--- config.mk ---
export PLATFORM = sky130hd
export DESIGN_NAME = countdown_timer_underflow
export DESIGN_NICKNAME = d
export VERILOG_FILES = /design/src/rtl/timer_pkg.sv /design/src/rtl/sticky_flag.sv /design/src/rtl/countdown_timer_underflow.sv
export SDC_FILE = /design/constraint.sdc
export NUM_CORES = 1
export LEC_CHECK = 0
export BUFFER_PORTS_ARGS = -buffer_cell sky130_fd_sc_hd__buf_2
export CAP_MARGIN = 40
export CORE_MARGIN = 2
export CORE_UTILIZATION = 35
export DETAILED_ROUTE_END_ITERATION = 8
export SLEW_MARGIN = 20
export SYNTH_ARGS = -nofsm -noshare
export SYNTH_HDL_FRONTEND = slang
export SYNTH_HIERARCHICAL = 1
export SYNTH_SLANG_ARGS = --single-unit
--- constraint.sdc ---
create_clock -name clk -period 1.5 [get_ports clk]
set_clock_uncertainty 0.05 [all_clocks]
set_input_delay 0.3 -clock clk [delete_from_list [all_inputs] [get_ports clk]]
set_output_delay 0.3 -clock clk [all_outputs]
set_load 0.01 [all_outputs]
--- src/rtl/timer_pkg.sv ---
// Shared types and defaults for the countdown timer block.
package timer_pkg;

  typedef enum logic [1:0] {
    IDLE    = 2'd0,
    RUN     = 2'd1,
    EXPIRED = 2'd2
  } timer_state_t;

  localparam int unsigned TIMER_WIDTH_DEFAULT = 4;

endpackage

--- src/rtl/sticky_flag.sv ---
// Synchronous set/clear flag; set wins over clear, sync active-high reset.
module sticky_flag (
  input  logic clk,
  input  logic reset,
  input  logic set,
  input  logic clear,
  output logic flag
);

  always_ff @(posedge clk) begin
    if (reset)      flag <= 1'b0;
    else if (set)   flag <= 1'b1;
    else if (clear) flag <= 1'b0;
  end

endmodule

--- src/rtl/countdown_timer_underflow.sv ---
// Loadable down-counter with one-shot/auto-reload modes, sticky underflow flag
// and a one-cycle terminal-count pulse.
module countdown_timer_underflow
  import timer_pkg::*;
#(
  parameter int unsigned WIDTH = TIMER_WIDTH_DEFAULT
) (
  input  logic             clk,
  input  logic             reset,
  input  logic             enable,
  input  logic             load,
  input  logic [WIDTH-1:0] load_value,
  input  logic             auto_reload,
  input  logic             underflow_clr,
  output logic [WIDTH-1:0] counter_out,
  output logic             underflow_out,
  output logic             tc_pulse,
  output logic             busy
);

  timer_state_t     state, state_next;
  logic [WIDTH-1:0] reload_reg, reload_next;
  logic [WIDTH-1:0] count_next;
  logic             tc_next;
  logic             uf_set;

  always_ff @(posedge clk) begin
    if (reset) begin
      state       <= IDLE;
      counter_out <= '0;
      reload_reg  <= '0;
      tc_pulse    <= 1'b0;
    end else begin
      state       <= state_next;
      counter_out <= count_next;
      reload_reg  <= reload_next;
      tc_pulse    <= tc_next;
    end
  end

  // Load pre-empts any event on the same edge, so no pulse and no flag set.
  always_comb begin
    state_next  = state;
    count_next  = counter_out;
    reload_next = reload_reg;
    tc_next     = 1'b0;
    uf_set      = 1'b0;
    if (load) begin
      count_next  = load_value;
      reload_next = load_value;
      state_next  = (load_value != '0) ? RUN : IDLE;
    end else if (state == RUN && enable) begin
      if (counter_out != '0) begin
        count_next = counter_out - 1'b1;
      end else begin
        tc_next = 1'b1;
        uf_set  = 1'b1;
        if (auto_reload) count_next = reload_reg;
        else             state_next = EXPIRED;
      end
    end
  end

  sticky_flag u_underflow_flag (
    .clk   (clk),
    .reset (reset),
    .set   (uf_set),
    .clear (underflow_clr),
    .flag  (underflow_out)
  );

  assign busy = (state == RUN);

endmodule
==> flow_summary.yaml <==
die:
  dieArea_sq_um: 2210
  pin_count: 17
  fp-row-count: 15
  die_y_um: 47.0
  die_w_um: 47.0
  start_util: 0.375
  core_area_sq_um: 1730
cts:
  post_cts_buffers: 0
  worstSkewPairLatency_ns: 0.27
  cts_made_buffers: 3
  htree_num_levels: 1
  clock_sinks: 12
  clk_transition_reported_paths_ns: 0.07
  clockRootBuffer: "clkbuf_4"
  cts_max_path_buffers: 2
  cts_tree: "built"
layout:
  final_cell_mix: "buf_2 (16), dfxtp_1 (10), nor2_1 (8)"
  final-seq-area_sq_um: 243
  layout_commonest_cell: "buf_2"
  final_net_count: 109
  multi_input_area_sq_um: 354
  layout-drive-gt1-share: 0.396
  area_growth_pct: 24.9
  antenna-diode-count: 0
  fillers: 185
  final-instance-count-excl-fill: 121
global_routing:
  overflow: 0
  antenna_found_initial: 0
  grt.total_usage: 0.166
  grt_start_max_net_pins: 17
  grt_pass1_vias: 559
  grt_pass1_wl_um: 2510
run_status:
  status: "finished, violations left"
  failed_checks: "negative setup slack"
drt:
  vias: 612
  first_pass_iters: 4
  antenna_left: 0
  detailedRoute.firstIterationViolations: 4
  vias_per_cell: 5.06
  wire_per_inst_um: 13.1
  route.detailed.drc: 0
  finalWirelength_um: 1580
placed_design:
  hpwlAfterDp_um: 1120
  io_buffers: 16
  placedCellCount: 118
  gp_congestion: 0.788
  dp_slack_ns: -0.0327
synthesis:
  yosys.area.top_type_share: 0.371
  syn_area_per_cell_sq_um: 8.76
  synth_cell_types: 31
  yosysTopAreaCell: "dfxtp_1"
  synth_seq_area_share: 0.371
  syn_nets: 85
  synth-edff-count: 0
  syn-cell-area_sq_um: 648
  yosysWarnings: 6
  ys_ff_latch: 12
  async_reset_ff_frac: 0
  synth-main-ff-cell: "dfxtp_1"
  synthTopCellsByArea: "dfxtp_1 (37%), a21oi_1 (5.4%), mux2i_1 (4.6%), inv_1 (4.6%), nor2_1 (4.6%)"
  syn_inst: 74
sta:
  fmax_mhz: 646
  worst_slew_pin_slew_ns: 0.343
  slew_headroom: 0.768
  hold_viol_final: 0
  maxSlewViolCount: 0
  layout_setup_ws_ns: -0.0470
  fin_crit_sh: 1.03
  post-route-min-period_ns: 1.55
  final-setup-viol-count: 2
  rsz0062_at_grt: "yes"
  setup_tns_ns: -0.0501
critical_path:
  worstSetupStartpointType: "flop"
  cp.required_ns: 1.59
  regToRegSetupSlack_ns: -0.05
  worstSetupPathType: "reg2reg"
  crit_fanout: 5
  worstPathArrival_ns: 1.64
  cp-end-kind: "flop"
power:
  p_per_area_nw_per_um2: 884
  vdd_ir_drop_max_mv: 0.427
  power.leakage_nw: 0.357
job:
  cap_violations: 0
worst_hold_path:
  hold_class: "in2reg"
[logic make-up (layout without fill, tap and decap cells)]
family | Yosys count | after routing | synth area share
compound gates | 23 | 23 | 0.257
simple gates | 23 | 23 | 0.195
flops | 12 | 12 | 0.371
buf+inv | 12 | 34 | 0.112
mux | 3 | 3 | 0.0463
fa+ha+maj | 1 | 1 | 0.0193
[path summary, 6_finish.rpt]
check                   startpoint                    end  cells after the start
max                 counter_out[1]         counter_out[2]                      6
min                  underflow_clr  u_underflow_flag/flag                      3
max reg2reg         counter_out[1]         counter_out[2]                      6
min reg2reg  u_underflow_flag/flag  u_underflow_flag/flag                      2
[area by class of cell]
cell class                 count  area share
multi-input combinational     50       0.437
sequential                    12       0.300
timing repair buffer          22       0.155
inverter                       9      0.0417
tap                           25      0.0386
clock buffer                   3      0.0278
[synthesized netlist by cell type, types with 2 or more instances]
| master | number |
|---|---|
| dfxtp_1 | 12 |
| nand2_1 | 5 |
| a21oi_1 | 7 |
| nor2b_1 | 2 |
| mux2i_1 | 3 |
| o2111ai_1 | 2 |
| inv_1 | 8 |
| o21a_1 | 2 |
| nor2_1 | 8 |
| nand2b_1 | 2 |
| a221oi_1 | 2 |
| clkbuf_8 | 2 |
[repair_timing]
item,CTS,global route
hold buffers,0,0
pin swaps,0,1
endpoints found under the setup margin,3,4
resized for setup,2,1
[layer usage]
layer / wire length, um / GRT usage / share of wire
met5: 0 / 0 / 0
met3: 73 / 0.0346 / 0.046
met4: 48 / 0.117 / 0.030
met1: 738 / 0.208 / 0.47
met2: 718 / 0.252 / 0.45
[where the power goes]
group	internal [mW]	switching [mW]	leakage (nW)
registers	0.337	0.0155	0.0994
logic	0.0827	0.0876	0.244
clock network	0.0929	0.100	0.0138
[critical path: stages (launching register included)]
cell       delay (ns)
dfxtp_2          0.33
inv_2            0.07
ha_4             0.14
or3b_4           0.39
o21a_1           0.20
o2111ai_1        0.14
a221oi_2         0.10
[per-stage QoR]
step | hold slack, ns | power [mW] | cell area, sq um | util
floorplan | 0.312 | 0.462 | 662 | -
global placement | 0.418 | 0.522 | 779 | 0.451
detailed placement | 0.420 | 0.524 | 779 | 0.451
CTS | 0.248 | 0.717 | 803 | 0.465
global route | 0.256 | 0.759 | 810 | 0.469
finish | 0.246 | 0.716 | 810 | 0.469
No activity file was read; power rests on OpenSTA's default activity.
